<file path="src/rtl/uart_tx_arbiter.sv">
// Packet-locked round-robin arbiter sharing one UART byte transmitter.
// Define UART_ARB_TIMEOUT_EN to force release of an idle grant holder.
module uart_tx_arbiter #(
   parameter int unsigned TIMEOUT_CYCLES = 1024
) (
   input  logic       clk,
   input  logic       rst,
   input  logic [7:0] req0_data,
   input  logic       req0_valid,
   input  logic       req0_last,
   output logic       req0_ready,
   input  logic [7:0] req1_data,
   input  logic       req1_valid,
   input  logic       req1_last,
   output logic       req1_ready,
   output logic [7:0] uart_data,
   output logic       uart_valid,
   input  logic       uart_ready,
   output logic [1:0] grant,
   output logic       timeout_flag
);

   if (TIMEOUT_CYCLES < 2) begin : g_bad_timeout
      $error("TIMEOUT_CYCLES must be at least 2");
   end

   typedef enum logic [1:0] {
      IDLE = 2'd0,
      OWN0 = 2'd1,
      OWN1 = 2'd2
   } state_t;

   state_t     state_q, state_d;
   logic       rr_q, rr_d;
   logic       uvalid_q, uvalid_d;
   logic [7:0] udata_q, udata_d;
   logic [1:0] grant_q, grant_d;
   logic       out_free;
   logic       acc0, acc1;

   // Output slot can take a byte when empty or draining this cycle
   assign out_free   = !uvalid_q || uart_ready;
   assign req0_ready = (state_q == OWN0) && out_free;
   assign req1_ready = (state_q == OWN1) && out_free;
   assign acc0       = req0_valid && req0_ready;
   assign acc1       = req1_valid && req1_ready;

`ifdef UART_ARB_TIMEOUT_EN
   localparam int CW = $clog2(TIMEOUT_CYCLES);

   logic [CW-1:0] cnt_q, cnt_d;
   logic          flag_q;
   logic          own_valid;
   logic          to_fire;

   assign own_valid = (state_q == OWN1) ? req1_valid : req0_valid;
   assign to_fire   = (state_q != IDLE) && !own_valid
                    && (cnt_q == CW'(TIMEOUT_CYCLES - 1));

   always_comb begin
      cnt_d = cnt_q;
      if (state_q == IDLE || acc0 || acc1 || to_fire) begin
         cnt_d = '0;
      end else if (!own_valid) begin
         cnt_d = cnt_q + CW'(1);
      end
   end

   always_ff @(posedge clk) begin
      if (rst) begin
         cnt_q  <= '0;
         flag_q <= 1'b0;
      end else begin
         cnt_q  <= cnt_d;
         flag_q <= flag_q | to_fire;
      end
   end

   assign timeout_flag = flag_q;
`else
   assign timeout_flag = 1'b0;
`endif

   always_comb begin
      state_d  = state_q;
      rr_d     = rr_q;
      uvalid_d = uvalid_q;
      udata_d  = udata_q;
      if (uvalid_q && uart_ready) begin
         uvalid_d = 1'b0;
      end
      unique case (state_q)
         IDLE: begin
            if (req0_valid && (!req1_valid || !rr_q)) begin
               state_d = OWN0;
            end else if (req1_valid) begin
               state_d = OWN1;
            end
         end
         OWN0: begin
            if (acc0) begin
               udata_d  = req0_data;
               uvalid_d = 1'b1;
               if (req0_last) begin
                  state_d = IDLE;
                  rr_d    = 1'b1;
               end
            end
         end
         OWN1: begin
            if (acc1) begin
               udata_d  = req1_data;
               uvalid_d = 1'b1;
               if (req1_last) begin
                  state_d = IDLE;
                  rr_d    = 1'b0;
               end
            end
         end
         default: state_d = IDLE;
      endcase
`ifdef UART_ARB_TIMEOUT_EN
      if (to_fire) begin
         state_d = IDLE;
         rr_d    = (state_q == OWN0);
      end
`endif
   end

   assign grant_d = {state_d == OWN1, state_d == OWN0};

   always_ff @(posedge clk) begin
      if (rst) begin
         state_q  <= IDLE;
         rr_q     <= 1'b0;
         uvalid_q <= 1'b0;
         udata_q  <= 8'h00;
         grant_q  <= 2'b00;
      end else begin
         state_q  <= state_d;
         rr_q     <= rr_d;
         uvalid_q <= uvalid_d;
         udata_q  <= udata_d;
         grant_q  <= grant_d;
      end
   end

   assign uart_data  = udata_q;
   assign uart_valid = uvalid_q;
   assign grant      = grant_q;

endmodule

</file>
<file path="config.mk">
export PLATFORM = sky130hd
export DESIGN_NAME = uart_tx_arbiter
export DESIGN_NICKNAME = d
export VERILOG_FILES = /design/src/rtl/uart_tx_arbiter.sv
export SDC_FILE = /design/constraint.sdc
export NUM_CORES = 1
export LEC_CHECK = 0
export BUFFER_PORTS_ARGS = -buffer_cell sky130_fd_sc_hd__clkbuf_2
export CORE_ASPECT_RATIO = 0.9
export CORE_MARGIN = 8
export CORE_UTILIZATION = 45
export CTS_CLUSTER_SIZE = 28
export DETAILED_ROUTE_END_ITERATION = 7
export GPL_TIMING_DRIVEN = 0
export MAX_ROUTING_LAYER = met4
export PLACE_DENSITY = 0.77
export SETUP_SLACK_MARGIN = 0.15
export SYNTH_ARGS = -nofsm -noshare
export SYNTH_HDL_FRONTEND = slang
export SYNTH_SLANG_ARGS = --single-unit
</file>
<file path="constraint.sdc">
create_clock -name clk -period 2.3 [get_ports clk]
set_input_delay 0.23 -clock clk [delete_from_list [all_inputs] [get_ports clk]]
set_output_delay 0.23 -clock clk [all_outputs]
set_load 0.02 [all_outputs]
</file>
==> results of run 1 <==
==> layout make-up <==
class,count,area share
multi-input combinational,57,0.460
sequential,14,0.267
timing repair buffer,35,0.167
clock buffer,4,0.0345
tap,24,0.0286
buffer,4,0.0262
inverter,5,0.0179
==> power breakdown <==
| group | total [W] | internal [W] | switching [W] | leakage (nW) |
|---|---|---|---|---|
| sequential | 0.000295 | 0.000275 | 0.0000196 | 0.115 |
| clock | 0.000177 | 0.0000965 | 0.0000808 | 0.0210 |
| combinational | 0.000269 | 0.000112 | 0.000157 | 0.326 |
| total | 0.000741 | 0.000484 | 0.000257 | 0.462 |
==> logic make-up after synthesis <==
| group | count (synthesis) | share of synthesized area |
|---|---|---|
| AO/OA/AOI/OAI | 19 | 0.230 |
| adder cells (fa/ha/maj) | 4 | 0.0618 |
| buffers and inverters | 9 | 0.0572 |
| flip-flops | 14 | 0.346 |
| other | 1 | 0.00463 |
| AND/OR/NAND/NOR | 24 | 0.189 |
| multiplexers | 9 | 0.111 |
==> through the flow <==
| stage | cell area, um^2 | setup slack [ns] | cells |
|---|---|---|---|
| 3_3_place_gp | 1010 | 0.554 | 139 |
| 6_report | 1050 | 0.406 | 143 |
| 2_1_floorplan | 810 | 0.646 | 80 |
| 3_5_place_dp | 1010 | 0.513 | 139 |
| 5_1_grt | 1050 | 0.308 | 143 |
| 4_1_cts | 1050 | 0.376 | 143 |
==> worst min-delay path by stage <==
| stage | from | end | slack [ns] | depth (start not counted) |
|---|---|---|---|---|
| 2_1_floorplan | rst | uart_data[7] | 0.30 | 1 |
| 3_3_place_gp | rst | uart_data[7] | 0.46 | 2 |
| 3_5_place_dp | rst | grant[0] | 0.46 | 2 |
| 4_1_cts | rst | uart_data[7] | 0.15 | 2 |
| 5_1_grt | rst | grant[0] | 0.16 | 2 |
| 6_report | rst | uart_data[7] | 0.16 | 2 |
==> metal layers <==
| metal | up-vias | GRT usage | share of wire |
|---|---|---|---|
| li1 | 360 | - | - |
| met5 | - | - | 0 |
| met3 | 2 | 0.0600 | 0.093 |
| met4 | 0 | 0.0299 | 0.0054 |
| met1 | 302 | 0.128 | 0.43 |
| met2 | 19 | 0.179 | 0.47 |
==> sequential cells by signal (all words and copies together) (netlist names) <==
signal and flops:
state_q 2, rr_q 1, uart_valid 1, uart_data 8, grant 2
==> layout by cell type, fill, tap and decap left out, types with 3 or more instances in the layout <==
cell,count
a211oi_2,6
a21oi_1,3
clkbuf_2,35
clkbuf_4,3
dfxtp_1,14
ha_1,4
inv_1,4
mux2i_1,9
nand2_1,3
nor2_1,8
==> critical path, delay by kind of cell (launching register included) <==
family	cells	cell delay (ns)
buf+inv	3	0.48
flops	1	0.44
fa+ha+maj	1	0.25
simple gates	1	0.20
==> out/results.txt, run 1 <==
Nets@finish - 147
GP Congestion - 0.744
Period utilization - 0.824
Status - complete, no violations
First-pass GRT wire length - 2970 um
Clock buffer depth - 2
R2r endpoint - grant[1]
Min-delay worst type - primary input to flop
# rows - 14
CP endpoint kind - output port
Worst-path cell chain - inv_1, ha_1, buf_2, and2_2, clkbuf_2
Max Freq - 528 MHz
Mapped Nets - 107
CP Max Fanout - 10
Num ports - 37
IO buf count - 35
Post-CTS Setup Inserts - 0
Tot Pwr - 0.000741 W
CP Capture Point - req1_ready
Ys async rst share - 0
Via Count - 683
Fin util - 0.625
TNS Setup - 0 ns
Setup violations, final - 0
# DRC - 0
Multi-input logic area - 483 um^2
Clk_skew - 0.00122 ns
R2r worst-path depth - 7
Final Hold Viols - 0
P per Cell Area - 705 nW/um^2
Worst hold slack - 0.159 ns
Slew headroom - 0.589
Number of max-cap violations - 0
Detailed Route Iter0 Violations - 5
Initial antenna violation count - 0
Crit Path Class - flop to output port
Sequential share of the synthesized area - 0.346
Remaining Overflow, GRT - 0
Flops & latches, synth - 14
Die Area - 3410 um^2
Worst vdd ir - 0.464 mV
Top-count cell post-synth - dfxtp_1
Largest net degree at the start of global routing - 11
Hold_buf cts - 0
HPWL after DPL - 1490 um
Post-cts repair resize count - 0
H-tree depth - 1
Share of cells above drive strength 1 - 0.513
Slew @ Worst Pin - 0.617 ns
Clk pin slew, worst setup/hold paths - 0.08 ns
Netlist cell types - 33
WL per Instance - 13.0 um
CP startpoint - state_q[0]
Vias in the first global route - 668
Antenna cells - 0
Clock buffer count from CTS - 3
Slowest CP cell - dfxtp_1
Cell taking the most area after synthesis - dfxtp_1
Fillers - 162
Register-to-register setup slack - 0.51 ns
Final min period - 1.89 ns
GRT Overall Usage - 0.116
Startpoint Class - flop
Post-synth EDFFs - 0
RSZ-0062 raised after global routing - no
DR pass1 iterations - 4
Synthesized area per cell - 10.1 um^2
Mapped Cells - 80
Largest cells by area after synthesis - dfxtp_1 (35%), mux2i_1 (11%), a211oi_2 (9.3%)
CTS Sinks - 14
Top cell type's share of synthesized area - 0.346
Worst skew pair latency - 0.28 ns
CTS tree - built
DR vias/cell - 4.78
Final WL - 1860 um
Antenna-violating nets left - 0
Sequential cell area - 280 um^2
WP data arrival - 1.66 ns
Mapped Area - 810 um^2
CTS root buf - clkbuf_4
Die X - 60.7 um
Most used DFF post-synth - dfxtp_1
Die height - 56.2 um
Max-slew violations - 0
Leakage - 0.462 nW
Initial Util - 0.481
Crit path required time - 2.07 ns
Area grow syn2layout - 29.8%
CP max stage delay - 0.44 ns
Post-synth top cells - dfxtp_1 (14), mux2i_1 (9), nor2_1 (8)
Synth Warn # - 0
Floorplan core area - 1680 um^2
RR Startpoint - state_q[0]
(Power assumes the default switching activity.)
==> inputs of run 2 (changes only) <==
- CORE_UTILIZATION: 45 -> 41
- PLACE_DENSITY: 0.77 -> 0.74
- clock period: 2.3 -> 1.7 ns (I/O delays scaled with it)
==> run 2 against run 1 <==
Die area up 7.0%. Core utilization up 2.8 points. Sequential share of layout area is 3.4 points lower. Via count increased by 13%. Global-route usage up 1.2 points. Sequential power rose by 37%. Flip-flop and latch count did not move. Clock power rose by 41%. Critical path depth is 3 higher. Critical endpoint is now grant[1].
==> out/results.txt, run 2 (synthesized netlist as in run 1, its figures left out) <==
Largest register FFs - 8 (unchanged)
Clk pin slew, worst setup/hold paths - 0.09 ns (about the same)
Slowest CP cell - dfxtp_4
Die X - 62.8 um (+3.5%)
Slew @ Worst Pin - 0.690 ns (+0.0733 ns)
Hold_buf cts - 0 (unchanged)
Antenna cells - 0 (unchanged)
RSZ-0062 raised after global routing - yes
Most common cell after layout, fill and taps aside - clkbuf_2
Number of max-cap violations - 0 (unchanged)
Worst skew pair latency - 0.29 ns (about the same)
Remaining Overflow, GRT - 0 (unchanged)
Max-slew violations - 0 (unchanged)
GRT Overall Usage - 0.129 (+0.0122)
Internal power - 0.000725 W (+50%)
Clock buffer count from CTS - 3 (unchanged)
Multi-input logic area - 543 um^2 (+12%)
Clock buffer depth - 2 (unchanged)
Worst vdd ir - 0.537 mV (+16%)
WL per Instance - 14.5 um (+12%)
Floorplan core area - 1900 um^2 (+13%)
Switching share of power - 0.356 (+0.00874)
Crit Path Class - flop to flop
DR vias/cell - 4.97 (+4.0%)
Die height - 58.2 um (+3.4%)
Clk_skew - 0.00715 ns (+0.00593 ns)
H-tree depth - 1 (unchanged)
P per Cell Area - 909 nW/um^2 (+29%)
# rows - 15 (+1)
Num ports - 37 (unchanged)
TNS Setup - 0 ns (unchanged)
Min-delay worst type - primary input to flop
Final WL - 2250 um (+21%)
Vias in the first global route - 852 (+28%)
Clock Power Share - 0.221 (-0.018)
Area grow syn2layout - 53.0%
CP most frequent cell - inv_4
CP endpoint kind - flop
Detailed Route Iter0 Violations - 10 (+5)
CTS Sinks - 14 (unchanged)
Via Count - 770 (+13%)
Sequential cell area - 288 um^2 (+2.7%)
CP max stage delay - 0.39 ns (-0.05 ns)
Die Area - 3650 um^2 (+7.0%)
IO buf count - 35 (unchanged)
P_sw - 0.000401 W (+56%)
Initial antenna violation count - 0 (unchanged)
Initial Util - 0.427 (-0.0543)
DR pass1 iterations - 4 (unchanged)
Fin util - 0.653 (+0.0285)
HPWL after DPL - 1570 um (+5.3%)
Commonest cells after routing, fill and taps aside - clkbuf_2 (35), dfxtp_1 (12), buf_4 (10), mux2i_1 (9), nor2_1 (8)
Startpoint Class - flop
Setup violations, final - 0 (unchanged)
Final Hold Viols - 0 (unchanged)
Leakage - 0.536 nW (+16%)
Antenna-violating nets left - 0 (unchanged)
First-pass GRT wire length - 3680 um (+24%)
Nets@finish - 158 (+7.5%)
Largest net degree at the start of global routing - 11 (unchanged)
# DRC - 0 (unchanged)
Status - complete, no violations
CTS tree - built
CP Max Fanout - 3 (-7)
Max Freq - 627 MHz
Share of power burned in registers - 0.358 (-0.040)
Crit path required time - 1.88 ns (-0.19 ns)
Final min period - 1.60 ns
Slew headroom - 0.540 (-0.0489)
Period utilization - 0.939
Worst-path cell chain - inv_4, ha_4, inv_4, buf_12, a21oi_4, or3_4, o2bb2ai_4, and3_1
Fillers - 166 (+2.5%)
GP Congestion - 0.871 (+17%)
Share of cells above drive strength 1 - 0.631 (+0.118)
CTS root buf - clkbuf_4
Logic pwr share - 0.421 (+0.058)
WP data arrival - 1.78 ns (+0.12 ns)
## run 2: cell count changes in the layout (fill, tap and decap cells not counted), moves of 2 or more
cell | before | now
ha_4 | 0 | 2
buf_4 | 1 | 10
inv_4 | 0 | 4
dfxtp_4 | 0 | 2
inv_1 | 4 | 1
ha_1 | 4 | 2
dfxtp_1 | 14 | 12
## run 2: final timing paths
| check | from | end | slack, ns | cells after the start |
|---|---|---|---|---|
| max reg2reg | state_q[1] | grant[1] | 0.10 | 8 |
| min | rst | grant[0] | 0.1 | 2 |
| max | state_q[1] | grant[1] | 0.10 | 8 |
| min reg2reg | uart_data[7] | uart_data[7] | 0.51 | 2 |
## run 2: routing by layer
metal,part of all wire,wire length [um],track usage
met1,0.42,936,0.135
met2,0.51,1140,0.223
met3,0.066,149,0.0442
met4,0.012,27,0.0455
met5,0,0,-
## run 2: cell type report
| type | count | area share |
|---|---|---|
| plain buffers | 4 | 0.0303 |
| clock buffers | 4 | 0.0293 |
| inverters | 5 | 0.0232 |
| multi-input cells | 57 | 0.438 |
| flip-flops and latches | 14 | 0.232 |
| well taps | 25 | 0.0253 |
| repair buffers | 46 | 0.221 |
## run 2: critical path: cells and delay by family, from the launching register on
family	cells	cell delay, ns
adders and majority gates	1	0.16
buffers and inverters	3	0.22
DFF	1	0.39
and+or+nand+nor	2	0.52
AOI/OAI and AO/OA	2	0.20
## run 2: timing repair
action	in CTS	in global routing
endpoints found under the setup margin	14	14
buffers inserted	11	0
pin swaps	9	3
cloned	0	0
gates resized for setup	14	5
endpoints found under the hold margin	0	0
## run 2: through the flow
stage	hold slack (ns)	instance area, um^2	power [W]	instances	setup WS, ns
global route	0.0951	1240	0.00120	155	0.0511
global placement	0.399	1020	0.000767	140	0.0784
finish	0.0999	1240	0.00113	155	0.104
detailed placement	0.400	1020	0.000783	140	0.00135
CTS	0.0937	1220	0.00111	155	0.124
floorplan	0.243	817	0.000672	80	0.152
## run 2: power by group through the flow
stage / combinational (W) / sequential (W) / clock (W)
2_1_floorplan: 0.000222 / 0.000450 / 0
3_5_place_dp: 0.000373 / 0.000410 / 0
5_1_grt: 0.000512 / 0.000410 / 0.000275
4_1_cts: 0.000459 / 0.000402 / 0.000253
6_report: 0.000474 / 0.000403 / 0.000249
3_3_place_gp: 0.000360 / 0.000407 / 0
==> inputs of run 3 (changes only) <==
- CORE_UTILIZATION: 41 -> 48
- PLACE_DENSITY: 0.74 -> 0.82
- clock period: 1.7 -> 2 ns (I/O delays scaled with it)
==> run 3 against run 2 <==
Flip-flop and latch count did not move. Wire length fell by 11%. Global-route usage rose by 0.55 points. Clock-buffer cell count did not move. Critical endpoint is now req1_ready. Highest routed layer unchanged.
==> out/results.txt, run 3 (synthesized netlist as in run 1, its figures left out) <==
Period utilization - 0.891
Crit Path Class - flop to output port
Register-to-register setup slack - 0.25 ns (+0.15 ns)
Antenna-violating nets left - 0 (unchanged)
# DRC - 0 (unchanged)
Slew @ Worst Pin - 0.629 ns (-0.0612 ns)
CTS Sinks - 14 (unchanged)
Setup violations, final - 0 (unchanged)
Share of cells above drive strength 1 - 0.537 (-0.0936)
Final WL - 2010 um (-11%)
Hold_sp - rst
Worst path bufs/invs - 3 (unchanged)
P per Cell Area - 814 nW/um^2 (-11%)
Crit path required time - 1.80 ns (-0.08 ns)
CTS tree - built
DR pass1 iterations - 2 (-2)
Largest register FFs - 8 (unchanged)
Number of max-cap violations - 0 (unchanged)
Tot Pwr - 0.000872 W (-23%)
Num ports - 37 (unchanged)
Commonest cells after routing, fill and taps aside - clkbuf_2 (35), dfxtp_1 (12), mux2i_1 (9), nor2_1 (8), a211oi_2 (6)
GRT Overall Usage - 0.134 (+0.00547)
WP data arrival - 1.58 ns (-0.20 ns)
Status - complete, no violations
DR vias/cell - 5.05 (+1.6%)
Die X - 59.3 um (-5.6%)
CTS root buf - clkbuf_4
TNS Setup - 0 ns (unchanged)
CP max stage delay - 0.39 ns (about the same)
CP endpoint kind - output port
Final Hold Viols - 0 (unchanged)
Remaining Overflow, GRT - 0 (unchanged)
Vias in the first global route - 784 (-8.0%)
CP Capture Point - req1_ready
Die height - 55.0 um (-5.5%)
Startpoint Class - flop
Nets@finish - 149 (-5.7%)
HPWL after DPL - 1560 um (-0.43%)
Min-delay worst type - primary input to flop
# rows - 14 (-1)
Fillers - 140 (-16%)
Slew headroom - 0.581 (+0.0408)
R2r endpoint - grant[1]
Area grow syn2layout - 32.3%
Detailed Route Iter0 Violations - 4 (-6)
Cell area after layout - 1070 um^2 (-14%)
Worst vdd ir - 0.547 mV (+1.8%)
RR Startpoint - state_q[0]
Clock buffer depth - 2 (unchanged)
Antenna cells - 0 (unchanged)
GP Congestion - 0.690 (-21%)
Instance count on the critical path - 5 (-3)
Largest delay contributor family on the critical path - buffers and inverters
First-pass GRT wire length - 3260 um (-12%)
Slowest CP cell - dfxtp_2
Clk pin slew, worst setup/hold paths - 0.08 ns (about the same)
Via Count - 732 (-4.9%)
RSZ-0062 raised after global routing - yes
Multi-input logic area - 483 um^2 (-11%)
Sequential cell area - 283 um^2 (-1.7%)
Most common cell after layout, fill and taps aside - clkbuf_2
Leakage - 0.473 nW (-12%)
Final min period - 1.78 ns
Clk_skew - 0.00799 ns (+0.000840 ns)
Max-slew violations - 0 (unchanged)
Worst skew pair latency - 0.28 ns (about the same)
Placed instance area - 1010 um^2 (-0.86%)
Die Area - 3260 um^2 (-11%)
WL per Instance - 13.9 um (-4.4%)
H-tree depth - 1 (unchanged)
CP Max Fanout - 10 (+7)
Largest net degree at the start of global routing - 11 (unchanged)
Clock buffer count from CTS - 3 (unchanged)
Worst-path cell chain - inv_1, ha_1, clkbuf_4, and2_2, clkbuf_2
Initial antenna violation count - 0 (unchanged)
Floorplan core area - 1630 um^2 (-14%)
Max Freq - 561 MHz
R2r worst-path depth - 7 (-1)
IO buf count - 35 (unchanged)
Initial Util - 0.497 (+0.0699)
CP startpoint - state_q[0]
==> run 3: per-stage QoR <==
step           cells  hold WS [ns]  worst slack (ns)  utilization
4_1_cts          143         0.146             0.152        0.646
5_1_grt          145         0.147             0.112        0.657
3_3_place_gp     139         0.427             0.257        0.623
6_report         145         0.148             0.218        0.657
3_5_place_dp     139         0.435             0.190        0.623
2_1_floorplan     80         0.273             0.346            -
==> run 3: cell type report <==
cell class,count,share of cell area
Buffer,4,0.0280
Clock buffer,4,0.0339
Inverter,5,0.0175
Multi-Input combinational cell,57,0.451
Sequential cell,14,0.264
Tap cell,24,0.0280
Timing Repair Buffer,37,0.178
==> run 3: how the worst min path moves through the flow <==
stage	endpoint	slack (ns)	cells past startpoint
finish	grant[0]	0.15	2
CTS	uart_data[7]	0.15	2
global placement	uart_data[7]	0.43	2
floorplan	uart_data[7]	0.27	1
global route	grant[0]	0.15	2
detailed placement	uart_data[7]	0.43	2
==> run 3: layer usage <==
layer  vias up  share of wire  GRT usage
met5         -              0          -
met4         0          0.013     0.0754
met3         2          0.045     0.0300
met2        21           0.57      0.260
met1       345           0.37      0.120
li1        364              -          -
==> run 3: worst reg2reg max path: stages (launching register included) <==
cell	delay, ns
dfxtp_2	0.39
inv_1	0.09
ha_1	0.26
inv_2	0.10
o22ai_1	0.11
or3_4	0.37
o2bb2ai_2	0.15
and3_1	0.18
==> run 3: power breakdown <==
group | internal [W] | switching [W] | leakage [nW] | total, W
Combinational | 0.000138 | 0.000188 | 0.336 | 0.000326
Clock | 0.000111 | 0.0000928 | 0.0210 | 0.000203
Sequential | 0.000318 | 0.0000243 | 0.116 | 0.000342
==> run 3: repair_timing <==
action	in CTS	in global routing
hold buffers	0	0
endpoints found under the setup margin	1	7
gates resized for setup	1	2
pin swaps	0	1
setup buffers	0	2
